<file path="src/rtl/sb_pattern_gen.sv">
// -----------------------------------------------------------------------------
// sb_pattern_gen
// Sideband clock-pattern generator for the UCIe SBINIT step. Once started it
// offers PATTERN to the sideband serializer on every serializer-ready cycle.
// After the receive detector reports the pattern, it sends EXTRA_ITERATIONS
// more words (the word accepted in the detect cycle counts toward them) and
// then holds o_start_pattern_done.
//
// Build option:
//   SB_PATTERN_GEN_TIMEOUT_EN  defined: SEND/EXTRA give up after
//                              TIMEOUT_CYCLES and pulse o_pattern_time_out.
//                              undefined: no timeout counter, SEND waits
//                              for detection indefinitely, o_pattern_time_out=0.
//
// Ports:
//   i_clk                      in   1   clock, rising edge
//   i_rst_n                    in   1   asynchronous active-low reset
//   i_start_pattern_req        in   1   start request (pulse is enough)
//   i_rx_sb_pattern_samp_done  in   1   RX detector saw the pattern
//   i_ser_done                 in   1   serializer accepts a word this cycle
//   o_start_pattern_done       out  1   sequence complete (level)
//   o_pattern                  out  64  PATTERN while valid, else 0
//   o_pattern_time_out         out  1   timeout (1-cycle pulse)
//   o_pattern_valid            out  1   word offered (combinational)
//
// state  | meaning
// -------+------------------------------------------------------------
// IDLE   | waiting for a start request
// SEND   | streaming pattern, waiting for RX detection
// EXTRA  | detection seen, counting the trailing words
// DONE   | sequence complete, done held until the next start
// -----------------------------------------------------------------------------
module sb_pattern_gen #(
  parameter logic [63:0] PATTERN          = 64'hAAAA_AAAA_AAAA_AAAA,
  parameter int unsigned EXTRA_ITERATIONS = 4,
  parameter int unsigned TIMEOUT_CYCLES   = 8000
) (
  input  logic        i_clk,
  input  logic        i_rst_n,
  input  logic        i_start_pattern_req,
  input  logic        i_rx_sb_pattern_samp_done,
  input  logic        i_ser_done,
  output logic        o_start_pattern_done,
  output logic [63:0] o_pattern,
  output logic        o_pattern_time_out,
  output logic        o_pattern_valid
);

  localparam int ITER_W = $clog2(EXTRA_ITERATIONS + 1);
  // Iteration value held just before the final handshake.
  localparam logic [ITER_W-1:0] ITER_LAST = ITER_W'(EXTRA_ITERATIONS - 1);

  typedef enum logic [1:0] {
    ST_IDLE  = 2'd0,
    ST_SEND  = 2'd1,
    ST_EXTRA = 2'd2,
    ST_DONE  = 2'd3
  } state_t;

  state_t            state, state_nxt;
  logic [ITER_W-1:0] iter_cnt, iter_nxt;
  logic              done_q, done_nxt;
  logic              to_q, to_nxt;
  logic              handshake;
  logic              tmo_expire;

  assign o_pattern_valid      = ((state == ST_SEND) || (state == ST_EXTRA)) && i_ser_done;
  assign o_pattern            = o_pattern_valid ? PATTERN : 64'h0;
  assign o_start_pattern_done = done_q;
  assign o_pattern_time_out   = to_q;
  assign handshake            = o_pattern_valid;

`ifdef SB_PATTERN_GEN_TIMEOUT_EN
  localparam int TMO_W = $clog2(TIMEOUT_CYCLES + 1);

  logic [TMO_W-1:0] tmo_cnt, tmo_nxt;
  logic             tmo_clr, tmo_run;

  // Counter restarts on every accepted start and runs through SEND and EXTRA.
  assign tmo_clr    = ((state == ST_IDLE) || (state == ST_DONE)) && i_start_pattern_req;
  assign tmo_run    = (state == ST_SEND) || (state == ST_EXTRA);
  assign tmo_expire = tmo_run && (tmo_cnt == TMO_W'(TIMEOUT_CYCLES - 1));

  always_comb begin
    tmo_nxt = tmo_cnt;
    if (tmo_clr) begin
      tmo_nxt = '0;
    end else if (tmo_run) begin
      tmo_nxt = tmo_cnt + 1'b1;
    end
  end

  always_ff @(posedge i_clk or negedge i_rst_n) begin
    if (!i_rst_n) begin
      tmo_cnt <= '0;
    end else begin
      tmo_cnt <= tmo_nxt;
    end
  end
`else
  logic unused_timeout_cfg;
  assign unused_timeout_cfg = ^TIMEOUT_CYCLES;
  assign tmo_expire         = 1'b0;
`endif

  always_comb begin
    state_nxt = state;
    iter_nxt  = iter_cnt;
    done_nxt  = done_q;
    to_nxt    = 1'b0;
    case (state)
      ST_IDLE, ST_DONE: begin
        if (i_start_pattern_req) begin
          state_nxt = ST_SEND;
          iter_nxt  = '0;
          done_nxt  = 1'b0;
        end
      end
      ST_SEND: begin
        // Detection beats an expiring timer on the same edge.
        if (i_rx_sb_pattern_samp_done) begin
          if (handshake && (ITER_LAST == '0)) begin
            state_nxt = ST_DONE;
            done_nxt  = 1'b1;
            iter_nxt  = '0;
          end else begin
            state_nxt = ST_EXTRA;
            iter_nxt  = handshake ? ITER_W'(1) : '0;
          end
        end else if (tmo_expire) begin
          state_nxt = ST_IDLE;
          to_nxt    = 1'b1;
        end
      end
      ST_EXTRA: begin
        if (handshake && (iter_cnt == ITER_LAST)) begin
          state_nxt = ST_DONE;
          done_nxt  = 1'b1;
          iter_nxt  = '0;
        end else if (tmo_expire) begin
          state_nxt = ST_IDLE;
          to_nxt    = 1'b1;
          iter_nxt  = '0;
        end else if (handshake) begin
          iter_nxt = iter_cnt + 1'b1;
        end
      end
      default: state_nxt = ST_IDLE;
    endcase
  end

  always_ff @(posedge i_clk or negedge i_rst_n) begin
    if (!i_rst_n) begin
      state    <= ST_IDLE;
      iter_cnt <= '0;
      done_q   <= 1'b0;
      to_q     <= 1'b0;
    end else begin
      state    <= state_nxt;
      iter_cnt <= iter_nxt;
      done_q   <= done_nxt;
      to_q     <= to_nxt;
    end
  end

endmodule

</file>
<file path="config.mk">
export PLATFORM = sky130hd
export DESIGN_NAME = sb_pattern_gen
export DESIGN_NICKNAME = d
export VERILOG_FILES = /design/src/rtl/sb_pattern_gen.sv
export SDC_FILE = /design/constraint.sdc
export NUM_CORES = 1
export LEC_CHECK = 0
export BUFFER_PORTS_ARGS = -buffer_cell sky130_fd_sc_hd__buf_4
export CELL_PAD_IN_SITES_DETAIL_PLACEMENT = 0
export CELL_PAD_IN_SITES_GLOBAL_PLACEMENT = 1
export CORE_MARGIN = 3
export CORE_UTILIZATION = 28
export CTS_CLUSTER_DIAMETER = 40
export CTS_CLUSTER_SIZE = 28
export DETAILED_ROUTE_END_ITERATION = 12
export HOLD_SLACK_MARGIN = 0.05
export PLACE_DENSITY_LB_ADDON = 0.05
export SYNTH_ARGS = -nofsm -noshare
export SYNTH_HDL_FRONTEND = slang
export SYNTH_SLANG_ARGS = --single-unit
</file>
<file path="constraint.sdc">
create_clock -name i_clk -period 4.55 [get_ports i_clk]
set_input_delay 0.2275 -clock i_clk [delete_from_list [all_inputs] [get_ports i_clk]]
set_output_delay 0.2275 -clock i_clk [all_outputs]
set_load 0.01 [all_outputs]
</file>
* Yosys cells after proc, flatten, opt, wreduce, memory -nomap -nowiden *
Index checks and enable logic that the tools add are counted.

word-level totals
  register bits = 6
  input bits = 5

operators by class
  add/sub/neg operators = 1
  equal/unequal tests = 8
  mux-type cells = 14
  reduce and logical (&&, ||, !) cells = 9

operators by type and width
  kind                                                              number
  64-bit two-way mux                                                1
  3-bit two-way mux                                                 4
  3-bit one-hot mux with 3 select lines                             1
  3-bit AND reduction                                               3
  2-bit two-way mux                                                 3
  2-bit one-hot mux with 3 select lines                             1
  2-bit == test (second input constant)                             2
  2-bit != test (second input constant)                             2
  3-bit by 1-bit adder with 3-bit output (second input constant)    1
  3-bit by 2-bit == test with 1-bit output (second input constant)  1
  1-bit two-way mux                                                 3
  3-bit by 2-bit != test with 1-bit output (second input constant)  1
  2-bit by 1-bit == test with 1-bit output (second input constant)  1
  1-bit logical AND                                                 2
  2-bit logical NOT                                                 1
  2-bit by 1-bit != test with 1-bit output (second input constant)  1
  1-bit one-hot mux with 2 select lines                             1
  2-bit nonzero test                                                1
  2-bit OR reduction                                                1
  1-bit logical OR                                                  1

* Longest topological paths before layout *
Gate-level depths: netlist of run 1.

  word-level depth = 6
  mapped depth = 5
  mapped depth without buffers = 5

* Worst setup path before layout of run 1 *
Ideal clock, no wire load.

  kind = register -> register
  from = reg state[0]
  to = reg iter_cnt[2]
  setup time = 65 ps
  arrival time = 1688 ps
  required time = 4485 ps
  setup slack = 2797 ps
  cell stages (with the launch flop) = 6
  buffers on the path = 0
  period minus slack after synthesis = 1753 ps
  cells stage by stage = dfrtp_1 > inv_1 > ha_1 > and2b_2 > nor4b_1 > o21a_1

on the way
  cells in the longest elaborated chain, start to end = 6

ends and longest elaborated chain
  item                                                                                     line  RTL
  from (decl)                                                                              60    state_t state, state_nxt;
  from (signal assigned)                                                                   159   state <= state_nxt;
  2-bit by 1-bit == test with 1-bit output or 2-bit == test (tied branches)                67    assign o_pattern_valid = ((state == ST_SEND) || (state == ST_EXTRA)) && i_ser_done;
  1-bit logical OR (*)                                                                     67
  1-bit logical AND (*)                                                                    67
  net o_pattern_valid                                                                      46    output logic o_pattern_valid
  1-bit logical AND                                                                        136   if (handshake && (iter_cnt == ITER_LAST)) begin
  3-bit by 2-bit != test with 1-bit output (no line) or 3-bit two-way mux (tied branches)  --
  3-bit AND reduction (no line) or 3-bit one-hot mux with 3 select lines (tied branches)   --
  to (signal assigned)                                                                     160   iter_cnt <= iter_nxt;
  to (decl)                                                                                61    logic [ITER_W-1:0] iter_cnt, iter_nxt;

The timed path passes the listed nets; every way through them passes the cells marked *.
A chain may end at the register's enable or synchronous reset.

* Worst setup path in the final report of run 1 *
  from = reg state[0]
  to = out o_pattern[47]

on the way
  cells in the longest elaborated chain, start to end = 4

ends and longest elaborated chain
  item                                                                       line  RTL
  2-bit by 1-bit == test with 1-bit output or 2-bit == test (tied branches)  67
  1-bit logical OR (*)                                                       67
  1-bit logical AND (*)                                                      67
  64-bit two-way mux (*)                                                     68    assign o_pattern = o_pattern_valid ? PATTERN : 64'h0;
  to (decl)                                                                  44    output logic [63:0] o_pattern,

Mark *: on every way between the ends. The rest lies on a longest branch, timed or not.

==> results of run 1 <==
-- worst max-delay path: cells and delay by family, from the launching register on --
family | cells | cell delay (ns)
AND/OR/NAND/NOR | 1 | 0.59
adder cells (fa/ha/maj) | 1 | 0.37
flip-flops | 1 | 0.36
buffers and inverters | 2 | 0.28
-- worst paths after layout --
kind	slack, ns	cells past startpoint	endpoint	from
worst max-delay path	2.47	4	o_pattern[47]	state[0]
worst min-delay path	0.31	2	iter_cnt[2]	i_rst_n
worst max register to register	2.64	5	iter_cnt[2]	state[0]
worst min register to register	0.49	1	iter_cnt[2]	iter_cnt[2]
max in group asynchronous	4.11	2	state[0]	i_rst_n
min in group i_clk	0.36	3	o_start_pattern_done	i_ser_done
-- kinds of logic after synthesis --
group,after synthesis,share of synthesized area (%)
buffers and inverters,72,58.1
AOI/OAI and AO/OA,9,8.91
and+or+nand+nor,7,7.64
DFF,6,17.0
adders and majority gates,4,5.66
muxes,2,2.26
other,1,0.424
-- state kept, by name, indices dropped and copies added (netlist names) --
name	count
iter_cnt	3
state	2
o_start_pattern_done	1
-- layout make-up --
class	count	share of cell area, %
clock buffers	3	2.54
inverters	7	2.96
multi-input cells	55	38.4
well taps	42	5.92
flip-flops and latches	6	16.9
repair buffers	39	33.3
-- per-stage QoR --
step                power [mW]  instances
floorplan                0.542        133
global placement         0.586        148
detailed placement       0.585        148
CTS                      0.639        152
finish                   0.630        152
global route             0.680        152
-- where the power goes --
group,internal [mW],switching [mW]
Sequential,0.0670,0.00809
Clock,0.0299,0.0205
Combinational,0.250,0.254
-- routing by layer --
metal  share of wire, %  GRT usage [%]
met4                  0           1.66
met3                 14           4.50
met2                 46           10.1
met1                 39           7.64
met5                  0              0
-- cell usage after synthesis --
library cell  count
dfrtp_1           6
nand4bb_4         1
nor4b_1           1
a21oi_1           2
and3_1            1
nor2b_1           1
o221ai_1          1
buf_4            65
nand2b_1          1
a221oi_2          1
a32o_1            3
conb_1            1
nand2_1           1
inv_1             7
and2b_2           1
ha_1              4
o21a_1            2
mux2i_1           2
-- timing repair --
action / CTS / global route
hold buffers: 1 / 0
gates resized for setup: 0 / 0
endpoints found under the hold margin: 6 / 0
setup endpoints to repair: 0 / 0
==> summary.txt, run 1 <==
Pre-CTS setup slack: 2.63 ns
I/O Buffers: 38
Post-route DRC: 0
Crit path kind: register to primary output
Seq/Total Area, Yosys: 17.0%
Commonest non-fill, non-tap cell in the layout: buf_4
Initial DRC Count: 5
RSZ-0062 raised after global routing: false
Register area: 150 um^2
Initial antenna violation count: 0
Worst slew margin: 65.2%
Clk pin slew, worst setup/hold paths: 0.05 ns
Area delta synth->final: 0.283%
Fin nets: 121
Worst skew pair latency: 0.25 ns
Crit start category: register
WL final: 1.44 mm
Synth Instances: 101
Drt via density: 3.45
Multi-input logic area: 340 um^2
Root buf cell: clkbuf_4
Placed cell area: 855 um^2
YS warnings: 0
Fillers: 303
# setup viols final: 0
Setup TNS: 0 ns
Power per cell area: 710 mW/mm^2
Most frequent cells in the layout: buf_4 (38), conb_1 (33), inv_1 (7), dfrtp_1 (6), ha_1 (4)
Wire per inst: 9.47 um
Drt first pass iters: 3
Die footprint: 0.00387 mm^2
Area leader, netlist: buf_4
CTS H-tree depth: 1
Clock Sinks: 6
CP max stage delay: 0.59 ns
Worst-path cell with the longest stage delay: and2b_2
Hold Slack: 0.315 ns
Worst setup EP type: primary output
GRT Total Usage: 6.64%
Gr ovfl total: 0
Die W: 62.2 um
Leakage: 0.507 nW
Status: complete, no violations
Max IR drop VDD: 229 uV
Core Area: 0.00288 mm^2
Yosys top cell area share: 55.2%
Worst-path maximum fanout: 35
Worst setup margin: 2.47 ns
Worst Skew: 0.00825 ns
Post-CTS Repair Setup Buffers: 0
Slew Viols, Final: 0
Layout cell share with drive strength beyond 1: 40.0%
Worst Hold Class: primary input to asynchronous set/reset pin
Fmax: 481 MHz
Period utilization: 45.7%
Worst Path Arrival: 1.85 ns
Final Util: 30.8%
Distinct cells, synth: 18
Dominant cells by area after synthesis: buf_4 (55%), dfrtp_1 (17%), ha_1 (5.7%), a32o_1 (3.4%), nand4bb_4 (3.1%)
First-pass GRT wire length: 2.10 mm
Worst EP required: 4.32 ns
#FFs+latches synth: 6
Initial Utilization: 30.8%
Diodes inserted: 0
Die height: 62.2 um
Largest net degree at the start of global routing: 36
CTS max path bufs: 2
RD Place Congestion: 0.686
Post-DP HPWL: 1.19 mm
Final instance area: 887 um^2
Tmin final: 2.08 ns
Critical path cell sequence: inv_1, ha_1, and2b_2, buf_4
Routed Antenna Nets: 0
Overall via count from detail_route: 525
Syn Area/Cell: 8.76 um^2
CTS tree: yes
Synthesized area: 885 um^2
Placement Rows: 19
Cts bufs inserted: 3
Max-cap violations: 0
Vias in the first global route: 421
Final Hold Fails: 0
Worst slew pin tran: 0.522 ns
I/O Pins: 72
No activity file was read; power rests on OpenSTA's default activity.
==> inputs of run 2 (changes only) <==
--- a/config.mk
+++ b/config.mk
@@ -5,11 +5,12 @@
 export SDC_FILE = /design/constraint.sdc
 export NUM_CORES = 1
 export LEC_CHECK = 0
+export ABC_AREA = 1
 export BUFFER_PORTS_ARGS = -buffer_cell sky130_fd_sc_hd__buf_4
 export CELL_PAD_IN_SITES_DETAIL_PLACEMENT = 0
 export CELL_PAD_IN_SITES_GLOBAL_PLACEMENT = 1
 export CORE_MARGIN = 3
-export CORE_UTILIZATION = 28
+export CORE_UTILIZATION = 23
 export CTS_CLUSTER_DIAMETER = 40
 export CTS_CLUSTER_SIZE = 28
 export DETAILED_ROUTE_END_ITERATION = 12
==> constraint.sdc (replaced) <==
create_clock -name i_clk -period 1.8 [get_ports i_clk]
set_input_delay 0.09 -clock i_clk [delete_from_list [all_inputs] [get_ports i_clk]]
set_output_delay 0.09 -clock i_clk [all_outputs]
set_load 0.01 [all_outputs]
==> run 2 against run 1 <==
Net effect:
- sequential power grew to 2.9 times the previous value
- critical path depth is 1 higher
- design area is 8.0% higher
- first-iteration DRC count is 140% higher
- flip-flop and latch count stayed put
- worst hold slack worse by 0.13 ns
- synthesized cell count is 20% higher
- cell count is 18% higher
==> summary.txt, run 2 <==
Tmin final: 1.65 ns
Die footprint: 0.00473 mm^2
Fraction of registers with async set/reset: 100%
Dpl cells: 176
Worst-path maximum fanout: 22
Routed Antenna Nets: 0
Status: complete, no violations
CTS tree: yes
Wire per inst: 8.72 um
Drt via density: 3.22
Fin nets: 143
Die height: 68.8 um
Gr ovfl total: 0
Fillers: 411
Placed cell area: 903 um^2
Fmax: 606 MHz
YS warnings: 0
Distinct cells, synth: 15
Leakage: 0.596 nW
Area delta synth->final: 5.80%
Max-cap violations: 0
Seq/Total Area, Yosys: 16.6%
Layout cell share with drive strength beyond 1: 37.1%
Period utilization: 91.7%
Power per cell area: 1960 mW/mm^2
# setup viols final: 0
Area leader, netlist: buf_4
Post-DP HPWL: 1.41 mm
Synth top cells by count: buf_4 (65), nand2_1 (20), inv_1 (10)
I/O Pins: 72
GRT Total Usage: 6.59%
Worst setup margin: 0.149 ns
Synthesized area: 906 um^2
RSZ-0062 raised after global routing: false
Setup TNS: 0 ns
WL final: 1.57 mm
CTS max path bufs: 2
Clock Sinks: 6
Worst Skew: 0.00131 ns
Initial antenna violation count: 0
Worst setup EP type: primary output
Placement Rows: 22
Commonest non-fill, non-tap cell in the layout: buf_4
Filler-free cell count of the finished design: 180
Drt first pass iters: 4
Clk pin slew, worst setup/hold paths: 0.04 ns
Reg2reg end: state[0]
Worst Hold Class: primary input to register
Cts bufs inserted: 3
Slew Viols, Final: 0
Root buf cell: clkbuf_8
Initial DRC Count: 12
Crit start category: register
Diodes inserted: 0
Most frequent cells in the layout: buf_4 (39), conb_1 (33), nand2_1 (20), inv_1 (10), dfrtp_1 (6)
CTS H-tree depth: 1
Final instance area: 958 um^2
Largest Register: iter_cnt
Final Power: 1.88 mW
Die W: 68.8 um
Critical R2R Launch: state[0]
Vias in the first global route: 476
Hold Path End: o_start_pattern_done
Dominant cells by area after synthesis: buf_4 (54%), dfrtp_1 (17%), nand2_1 (8.3%), ha_1 (5.5%), inv_1 (4.1%)
Worst EP required: 1.71 ns
Worst Path Arrival: 1.56 ns
Number of flip-flops in the largest register: 3
I/O Buffers: 38
Pre-CTS setup slack: 0.309 ns
Overall via count from detail_route: 579
Max IR drop VDD: 497 uV
Reg2Reg Setup Slack: 0.33 ns
Ys flop type: dfrtp_1
Post-synth EDFFs: 0
#FFs+latches synth: 6
Worst skew pair latency: 0.22 ns
Yosys top cell area share: 53.9%
Final Hold Fails: 0
Top-count cell post-synth: buf_4
First-pass GRT wire length: 2.27 mm
Crit path kind: register to primary output
RD Place Congestion: 0.722
Initial Utilization: 24.4%
Syn Area/Cell: 7.49 um^2
Hold Startpoint: i_start_pattern_req
Largest net degree at the start of global routing: 23
Post-route DRC: 0
R2R depth: 8
Synth Instances: 121
WHS Path Cells: 4
Core Area: 0.00372 mm^2
-- run 2: cell types whose count changed after synthesis, moves of 3 or more --
cell     previous run  this run
nor2_1              0         3
a32o_1              3         0
nand3_1             0         3
nand2_1             1        20
inv_1               7        10
-- run 2: power breakdown --
part / switching, mW / internal, mW
clock network: 0.0609 / 0.144
registers: 0.0345 / 0.185
logic: 0.767 / 0.685
-- run 2: timing repair --
action | CTS | global route
gates resized for setup | 0 | 1
buffers inserted | 0 | 0
setup endpoints to repair | 0 | 22
endpoints found under the hold margin | 6 | 0
hold buffers | 1 | 0
-- run 2: worst max path at each step --
stage             start            end  slack, ns  cells after the start
5_1_grt        state[0]   o_pattern[9]       0.02                      5
3_3_place_gp   state[0]  o_pattern[43]       0.34                      5
6_report       state[0]  o_pattern[51]       0.15                      5
3_5_place_dp   state[0]  o_pattern[51]       0.31                      5
2_1_floorplan  state[0]       state[0]       0.04                      8
4_1_cts        state[0]  o_pattern[51]       0.07                      5
-- run 2: metrics by stage --
step / util, % / hold slack (ns)
6_report: 25.8 / 0.181
5_1_grt: 25.8 / 0.216
4_1_cts: 25.7 / 0.186
3_5_place_dp: 24.3 / -0.0921
3_3_place_gp: 24.3 / -0.0943
2_1_floorplan: - / -0.206
-- run 2: area by class of cell --
cell class	count	area [um^2]	share of cell area [%]
inverter	10	37.5	3.92
multi-input combinational	72	355	37.1
timing repair buffer	41	314	32.8
sequential	6	150	15.7
tap	48	60.1	6.27
clock buffer	3	41.3	4.31
-- run 2: critical path: stages (launching register included) --
cell     delay, ns
dfrtp_1       0.39
inv_1         0.06
ha_1          0.36
nor2_4        0.19
buf_6         0.19
buf_4         0.14
-- run 2: layer usage --
layer / global-route usage (%) / routed length (um) / part of all wire (%)
met3: 3.08 / 234 / 15
met5: 0 / 0 / 0
met4: 1.46 / 0 / 0
met2: 12.0 / 797 / 51
met1: 6.82 / 537 / 34
-- run 2: cells by family (layout without fill, tap and decap cells) --
group | count (synthesis) | after routing | share of synthesized area (%)
other | 1 | 33 | 0.414
buffers and inverters | 75 | 54 | 58.0
AND/OR/NAND/NOR | 34 | 34 | 18.5
adder cells (fa/ha/maj) | 4 | 4 | 5.53
flip-flops | 6 | 6 | 16.6
XOR/XNOR | 1 | 1 | 0.967
==> inputs of run 3 (changes only) <==
--- a/config.mk
+++ b/config.mk
@@ -10,7 +10,8 @@
 export CELL_PAD_IN_SITES_DETAIL_PLACEMENT = 0
 export CELL_PAD_IN_SITES_GLOBAL_PLACEMENT = 1
 export CORE_MARGIN = 3
-export CORE_UTILIZATION = 23
+export CORE_UTILIZATION = 24
+export CTS_BUF_LIST = sky130_fd_sc_hd__clkbuf_4 sky130_fd_sc_hd__clkbuf_8
 export CTS_CLUSTER_DIAMETER = 40
 export CTS_CLUSTER_SIZE = 28
 export DETAILED_ROUTE_END_ITERATION = 12
==> run 3 against run 2 <==
Net effect:
- first-iteration DRC count down 58%
- clock-buffer cell count unchanged
- clock power down 3%
- maximum frequency down 1.7%
- via count down 2.9%
- largest cell class unchanged
==> summary.txt, run 3 (same netlist as run 2, synthesis figures left out) <==
Number of flip-flops in the largest register: 3
Drt first pass iters: 2
RD Place Congestion: 0.686
Power per cell area: 1940 mW/mm^2
Internal: 995 uW
Cts bufs inserted: 3
Initial DRC Count: 5
Largest net degree at the start of global routing: 34
Switching Fraction: 45.9%
Delay-heaviest family, CP: buffers and inverters
I/O Buffers: 38
Multi-input logic area: 355 um^2
Final instance area: 948 um^2
Routed Antenna Nets: 0
Tmin final: 1.68 ns
Filler-free cell count of the finished design: 177
Critical Path Start: state[0]
Initial Utilization: 25.9%
Die footprint: 0.00455 mm^2
WL final: 1.41 mm
Core Area: 0.00349 mm^2
CTS max path bufs: 2
Register area: 150 um^2
Fillers: 370
Crit path kind: register to primary output
Worst setup EP type: primary output
Dpl cells: 173
Critical path cell sequence: inv_1, ha_1, nor2_4, buf_6, buf_4
CTS H-tree depth: 1
Fin nets: 142
Combinational power share: 77.3%
Worst skew pair latency: 0.22 ns
Clock power frac: 10.7%
Status: complete, no violations
Max-cap violations: 0
Die W: 67.4 um
Most frequent cells in the layout: buf_4 (38), conb_1 (33), nand2_1 (20), inv_1 (10), dfrtp_1 (6)
Slew Viols, Final: 0
Drt via density: 3.18
Clock Sinks: 6
Post-CTS Repair Setup Buffers: 0
Commonest non-fill, non-tap cell in the layout: buf_4
Vias in the first global route: 427
Sw power: 845 uW
Placed cell area: 893 um^2
Crit path buf inv count: 3
Worst Hold Class: primary input to register
Worst Path Arrival: 1.59 ns
Crit start category: register
Die height: 67.4 um
Seq pwr share: 12.0%
Layout cell share with drive strength beyond 1: 36.6%
Placement Rows: 21
Worst setup margin: 0.120 ns
Initial antenna violation count: 0
Fmax: 595 MHz
Worst-path cell with the longest stage delay: dfrtp_1
Pre-CTS setup slack: 0.266 ns
Clk pin slew, worst setup/hold paths: 0.04 ns
CTS tree: yes
Worst-path maximum fanout: 33
Root buf cell: clkbuf_8
Leakage: 0.591 nW
Wire per inst: 7.98 um
Max IR drop VDD: 686 uV
CP max stage delay: 0.38 ns
Setup TNS: 0 ns
Gr ovfl total: 0
Largest Register: iter_cnt
Area delta synth->final: 4.70%
Critical R2R Launch: state[0]
Post-route DRC: 0
Hold Startpoint: i_start_pattern_req
Final Util: 27.1%
Worst EP required: 1.71 ns
Overall via count from detail_route: 562
First-pass GRT wire length: 1.82 mm
Worst Skew: 0.00102 ns
Diodes inserted: 0
RSZ-0062 raised after global routing: false
Post-DP HPWL: 1.25 mm
I/O Pins: 72
# setup viols final: 0
GRT Total Usage: 5.53%
Final Hold Fails: 0
Period utilization: 93.3%
-- run 3: cell types whose count changed in the layout (fill, tap and decap cells not counted) --
| cell | before | now |
|---|---|---|
| buf_4 | 39 | 38 |
-- run 3: power by group through the flow --
| stage | clock, mW | combinational (mW) | sequential, mW |
|---|---|---|---|
| after CTS | 0.205 | 1.44 | 0.220 |
| after global routing | 0.213 | 1.58 | 0.227 |
| final | 0.198 | 1.42 | 0.220 |
| after floorplan | 0 | 1.28 | 0.220 |
| after detailed placement | 0 | 1.43 | 0.222 |
| after global placement | 0 | 1.45 | 0.224 |
-- run 3: worst register-to-register path, stage by stage, from the launching register on --
cell and delay (ns):
dfrtp_1 0.38, inv_1 0.06, ha_1 0.36, nand2_1 0.14, nand3_1 0.13, nand2_1 0.08
inv_1 0.04, nor2_1 0.07, nand2_1 0.07
-- run 3: worst paths after layout --
check                                             to  slack (ns)  cells past startpoint
worst max-delay path                   o_pattern[55]        0.12                      5
worst min-delay path            o_start_pattern_done        0.20                      4
worst max register to register           iter_cnt[0]        0.35                      8
worst min register to register  o_start_pattern_done        0.48                      2
max in group asynchronous                iter_cnt[1]        1.48                      2
min in group asynchronous                   state[1]        0.21                      2
-- run 3: final cells by class --
cell class                 instances  share of cell area, %
tap                               46                   6.07
multi-input combinational         72                   37.5
clock buffer                       3                   4.35
inverter                          10                   3.96
sequential                         6                   15.8
timing repair buffer              40                   32.3
-- run 3: per-layer routing --
metal / vias to the layer above / track usage [%] / wire [um]
met4: 0 / 4.56 / 27
met2: 41 / 9.33 / 679
met5: - / 0 / 0
met1: 235 / 5.79 / 530
li1: 282 / - / -
met3: 4 / 1.33 / 175
-- run 3: per-stage QoR --
step / total power, mW / hold WS [ns]
2_1_floorplan: 1.50 / -0.206
3_3_place_gp: 1.68 / -0.0984
3_5_place_dp: 1.65 / -0.0977
4_1_cts: 1.86 / 0.188
5_1_grt: 2.02 / 0.221
6_report: 1.84 / 0.197
-- run 3: what timing repair did --
action,4_1_cts,5_1_grt
gates resized for setup,0,1
endpoints found under the hold margin,6,0
hold buffers,1,0
setup endpoints to repair,0,33
